## config.mk

```make
export PLATFORM = sky130hd
export DESIGN_NAME = fft_frame_writer
export DESIGN_NICKNAME = d
export VERILOG_FILES = /design/src/rtl/fft_frame_writer.sv
export SDC_FILE = /design/constraint.sdc
export NUM_CORES = 1
export LEC_CHECK = 0
export CAP_MARGIN = 20
export CORE_MARGIN = 3
export CORE_UTILIZATION = 53
export CTS_CLUSTER_DIAMETER = 30
export DETAILED_ROUTE_END_ITERATION = 8
export PLACE_DENSITY = 0.9
export SYNTH_ARGS = -nofsm -noshare
export SYNTH_HDL_FRONTEND = slang
export SYNTH_SLANG_ARGS = --single-unit
```

## constraint.sdc

```tcl
create_clock -name clk_write -period 4.9 [get_ports clk_write]
set_input_delay 0.98 -clock clk_write [delete_from_list [all_inputs] [get_ports clk_write]]
set_output_delay 0.98 -clock clk_write [all_outputs]
set_load 0.005 [all_outputs]
```

## src/rtl/fft_frame_writer.sv

```systemverilog
// Write-side framing stage ahead of the audio-to-FFT async FIFO. Groups samples into
// fixed-length frames and writes a frame only when the FIFO has room for all of it.
module fft_frame_writer #(
  parameter int unsigned SAMPLE_WIDTH     = 16,
  parameter int unsigned FRAME_LEN_LOG2   = 8,
  parameter int unsigned FIFO_DEPTH_WIDTH = 11
) (
  input  logic                        clk_write,
  input  logic                        rst_n,
  input  logic                        enable_i,
  input  logic                        in_valid_i,
  input  logic [SAMPLE_WIDTH-1:0]     in_data_i,
  input  logic                        fifo_full_i,
  input  logic [FIFO_DEPTH_WIDTH-1:0] fifo_count_i,
  output logic                        fifo_write_o,
  output logic [SAMPLE_WIDTH:0]       fifo_data_o,
  output logic [15:0]                 frames_written_o,
  output logic [15:0]                 frames_dropped_o,
  output logic                        overrun_o,
  output logic                        busy_o
);

  localparam int unsigned FrameLen = 2 ** FRAME_LEN_LOG2;
  localparam logic [FIFO_DEPTH_WIDTH:0] DepthWords = {1'b1, {FIFO_DEPTH_WIDTH{1'b0}}};
  // Two words of margin: the FIFO count lags by a cycle and our output register holds one more.
  localparam logic [FIFO_DEPTH_WIDTH:0] RoomNeeded = (FIFO_DEPTH_WIDTH + 1)'(FrameLen + 2);
  localparam logic [FRAME_LEN_LOG2-1:0] IdxOne = FRAME_LEN_LOG2'(1);
  localparam logic [FRAME_LEN_LOG2-1:0] IdxLast = {FRAME_LEN_LOG2{1'b1}};

  typedef enum logic [1:0] {StIdle, StArm, StWrite, StDrop} state_e;

  state_e                    state_q;
  logic [FRAME_LEN_LOG2-1:0] idx_q;
  logic                      fifo_write_q;
  logic [SAMPLE_WIDTH:0]     fifo_data_q;
  logic [15:0]               frames_written_q;
  logic [15:0]               frames_dropped_q;
  logic                      overrun_q;
  logic                      busy_q;

  logic [FIFO_DEPTH_WIDTH:0] free_words;
  logic                      room_ok;
  logic                      idx_last;

  // A full FIFO reports count 0, so fifo_full must veto the room check on its own.
  always_comb begin
    free_words = DepthWords - {1'b0, fifo_count_i};
    room_ok    = !fifo_full_i && (free_words >= RoomNeeded);
    idx_last   = (idx_q == IdxLast);
  end

  always_ff @(posedge clk_write or negedge rst_n) begin
    if (!rst_n) begin
      state_q          <= StIdle;
      idx_q            <= '0;
      fifo_write_q     <= 1'b0;
      fifo_data_q      <= '0;
      frames_written_q <= '0;
      frames_dropped_q <= '0;
      overrun_q        <= 1'b0;
      busy_q           <= 1'b0;
    end else begin
      fifo_write_q <= 1'b0;
      // The FIFO drops a word written while full; framing carries on regardless.
      if (fifo_write_q && fifo_full_i) begin
        overrun_q <= 1'b1;
      end

      unique case (state_q)
        StIdle: begin
          if (enable_i) begin
            state_q <= StArm;
          end
        end

        StArm: begin
          if (!enable_i) begin
            state_q <= StIdle;
          end else if (in_valid_i) begin
            idx_q  <= IdxOne;
            busy_q <= 1'b1;
            if (room_ok) begin
              fifo_write_q <= 1'b1;
              fifo_data_q  <= {1'b1, in_data_i};
              state_q      <= StWrite;
            end else begin
              state_q <= StDrop;
            end
          end
        end

        StWrite: begin
          if (in_valid_i) begin
            fifo_write_q <= 1'b1;
            fifo_data_q  <= {1'b0, in_data_i};
            idx_q        <= idx_q + IdxOne;
            if (idx_last) begin
              if (frames_written_q != 16'hFFFF) begin
                frames_written_q <= frames_written_q + 16'd1;
              end
              busy_q  <= 1'b0;
              state_q <= enable_i ? StArm : StIdle;
            end
          end
        end

        StDrop: begin
          if (in_valid_i) begin
            idx_q <= idx_q + IdxOne;
            if (idx_last) begin
              if (frames_dropped_q != 16'hFFFF) begin
                frames_dropped_q <= frames_dropped_q + 16'd1;
              end
              busy_q  <= 1'b0;
              state_q <= enable_i ? StArm : StIdle;
            end
          end
        end

        default: state_q <= StIdle;
      endcase
    end
  end

  assign fifo_write_o     = fifo_write_q;
  assign fifo_data_o      = fifo_data_q;
  assign frames_written_o = frames_written_q;
  assign frames_dropped_o = frames_dropped_q;
  assign overrun_o        = overrun_q;
  assign busy_o           = busy_q;

endmodule

```

==> metrics.md <==
| Metric | Value |
|---|---|
| CTS Sinks | 62 |
| Layout Nets | 429 |
| Root Buffer | clkbuf_8 |
| Final hold viol count | 0 |
| Gr ovfl total | 0 |
| Initial antenna violation count | 0 |
| Crit. End Element | flip-flop |
| Switching pwr | 0.000470 W |
| Outcome | finished, final reports clean |
| Detailed Place HPWL | 5120 um |
| FP Rows | 27 |
| Async SR Flop Fraction | 100% |
| Skew-Pair Late Insertion Delay | 0.34 ns |
| Vias in the first global route | 2590 |
| Fin crit share | 70.5% |
| Slew of the pin with the lowest slew margin | 0.751 ns |
| EDFF count, synth | 0 |
| RSZ-0062 raised after global routing | false |
| Peak VDD IR | 309 uV |
| Drt wl/cell | 14.9 um |
| Die area | 6990 um^2 |
| Final setup vio count | 0 |
| Seq/Total Area, Yosys | 48.6% |
| FF-to-FF End | frames_dropped_o[6] |
| Clock period minus worst slack | 3.45 ns |
| Port bufs | 83 |
| Hold crit path type | flip-flop to flip-flop |
| Fmax | 0.290 GHz |
| Vias/cell | 5.54 |
| Final worst slack | 1.45 ns |
| Diode count | 0 |
| Share of layout cells above drive strength 1 | 11.8% |
| Clock share of power | 27.2% |
| First-pass GRT wire length | 11900 um |
| Fin Clk Skew | 0.00894 ns |
| Pre-antenna DRT Iters | 4 |
| Synth Warn # | 0 |
| Internal power | 0.00118 W |
| Iter 0 DRT Violations | 141 |
| R2r worst-path depth | 8 |
| Power Density | 385 nW/um^2 |
| Netlist cell types | 48 |
| Slew headroom | 50.0% |
| Post-DRT Antenna Nets | 0 |
| Area grow syn2layout | 34.2% |
| Max-cap violations | 0 |
| WHS | 0.468 ns |
| Pin count of the biggest net entering global routing | 63 |
| Die Width | 83.6 um |
| Max-slew violation count | 0 |
| Switching Share | 28.5% |
| Total Wirelength | 6890 um |
| DRC Markers | 0 |
| DR vias | 2565 |
| Post-CTS Hold Fix Bufs | 0 |
| Die span in y | 83.6 um |
| Crit path launch | fifo_count_i[3] |
| Post-place setup slack | 1.09 ns |
| Yosys reg bits | 62 |
| CP startpoint kind | input pin |
| Total GRT Usage | 20.8% |
| Starting Density | 56.2% |
| Final setup TNS | 0 ns |
| FF-to-FF Start | idx_q[0] |
| Comb power frac | 32.5% |
| Clock Path Buffers | 2 |
| Worst Path Max Fanout | 17 |
| FF-to-FF setup slack | 2.47 ns |
| Synth Instances | 295 |
| CP endpoint | fifo_data_o[1] |
| Cts repair resizes | 0 |
| TritonCTS Buffers | 9 |
| H-Tree Level Count | 3 |
| Synthesized area per cell | 10.8 um^2 |
| Leak | 1.88 nW |
| Final Instance Count excl. Fillers | 463 |
| Core area | 5680 um^2 |
| Post-Syn Area | 3190 um^2 |
| CP arrival | 3.67 ns |
| CP required | 5.11 ns |
| Post-CTS setup buffers | 0 |
| Worst-path clk slew | 0.06 ns |
| CTS tree | done |
| DP Cell Count | 446 |
| Sequential power share | 40.3% |
| Setup Crit Path Kind | input pin to flip-flop |
| Top-level I/O count | 84 |
| Mapped Nets | 338 |
| RD Place Congestion | 0.825 |
| Main synth FF type | dfrtp_1 |
metrics by stage:
stage,power (W),utilization [%],instance area (um^2)
6_report,0.00165,75.5,4280
5_1_grt,0.00175,75.5,4280
3_5_place_dp,0.00121,71.8,4080
3_3_place_gp,0.00119,71.8,4080
4_1_cts,0.00166,75.4,4280
2_1_floorplan,0.000959,-,3190
synthesized netlist by cell type, types with 2 or more instances:
cell type | number | area share [%]
and4_1 | 4 | 1.1
mux2i_1 | 2 | 0.63
inv_1 | 13 | 1.5
xnor2_1 | 15 | 4.1
clkbuf_1 | 3 | 0.35
nand3b_1 | 3 | 0.71
o211ai_1 | 2 | 0.47
mux2_2 | 9 | 3.2
o21a_1 | 3 | 0.71
xor2_1 | 16 | 4.4
nor4_1 | 3 | 0.59
o31ai_1 | 3 | 0.71
nand2_1 | 32 | 3.8
nor3_1 | 4 | 0.63
o21ai_0 | 17 | 2.7
or2_2 | 3 | 0.59
nand4_1 | 11 | 2.2
and3_1 | 6 | 1.2
ha_1 | 11 | 4.3
o2111ai_1 | 2 | 0.55
dfrtp_1 | 62 | 49
a21oi_1 | 4 | 0.63
nor2_1 | 23 | 2.7
mux2_4 | 10 | 4.7
nand3_1 | 11 | 1.7
power groups by stage:
stage               Sequential (W)  Combinational, W  Clock, W
floorplan                 0.000670          0.000289         0
global placement          0.000670          0.000519         0
detailed placement        0.000671          0.000540         0
CTS                       0.000667          0.000542  0.000456
global route              0.000676          0.000590  0.000485
finish                    0.000664          0.000536  0.000448
placed cells by master, fill, tap and decap left out, drive strengths merged, types with 6 or more instances in the layout:
| master | instances |
|---|---|
| nor2 | 23 |
| dfrtp | 62 |
| o21ai | 17 |
| xnor2 | 15 |
| nand4 | 11 |
| and3 | 6 |
| xor2 | 16 |
| clkbuf | 13 |
| nand2 | 32 |
| inv | 13 |
| nand3 | 11 |
| ha | 11 |
| clkdlybuf4s50 | 82 |
| mux2 | 19 |
worst min-delay path by stage:
stage | startpoint | end | slack (ns) | depth (start not counted)
finish | overrun_o | overrun_o | 0.47 | 1
global route | overrun_o | overrun_o | 0.47 | 1
CTS | overrun_o | overrun_o | 0.46 | 1
detailed placement | overrun_o | overrun_o | 0.45 | 1
global placement | overrun_o | overrun_o | 0.44 | 1
floorplan | overrun_o | overrun_o | 0.45 | 1
sequential cells by signal, summed over array words and instances (netlist names):
name	cells
busy_o	1
idx_q	8
state_q	2
fifo_data_o	17
fifo_write_o	1
overrun_o	1
frames_written_o	16
frames_dropped_o	16
routing by layer:
layer	GRT usage (%)	vias up	wire (um)
met3	3.55	13	258
met2	34.9	64	3430
met4	10.5	0	144
met1	25.8	1252	3060
met5	0	-	0
li1	-	1236	-
layout make-up:
| type | count | area, um^2 |
|---|---|---|
| Clock inverter | 4 | 45.0 |
| Multi-Input combinational cell | 215 | 1550 |
| Fill cell | 398 | 1390 |
| Timing Repair Buffer | 85 | 838 |
| Sequential cell | 62 | 1550 |
| Tap cell | 72 | 90.1 |
| Inverter | 13 | 48.8 |
| Clock buffer | 12 | 155 |
worst max-delay path, stage by stage:
cell             delay [ns]
clkdlybuf4s50_1        0.50
or4_4                  0.56
o31a_1                 0.30
o211ai_2               0.20
o311ai_4               0.12
a21oi_4                0.59
mux2_2                 0.41
logic make-up after synthesis:
| logic type | Yosys count | share of synthesized area, % |
|---|---|---|
| compound gates | 44 | 10.2 |
| flops | 62 | 48.6 |
| buf+inv | 18 | 2.67 |
| mux | 21 | 8.51 |
| fa+ha+maj | 11 | 4.31 |
| xor+xnor | 31 | 8.51 |
| simple gates | 108 | 17.2 |
Note: power is estimated with default switching activity, not from simulation.
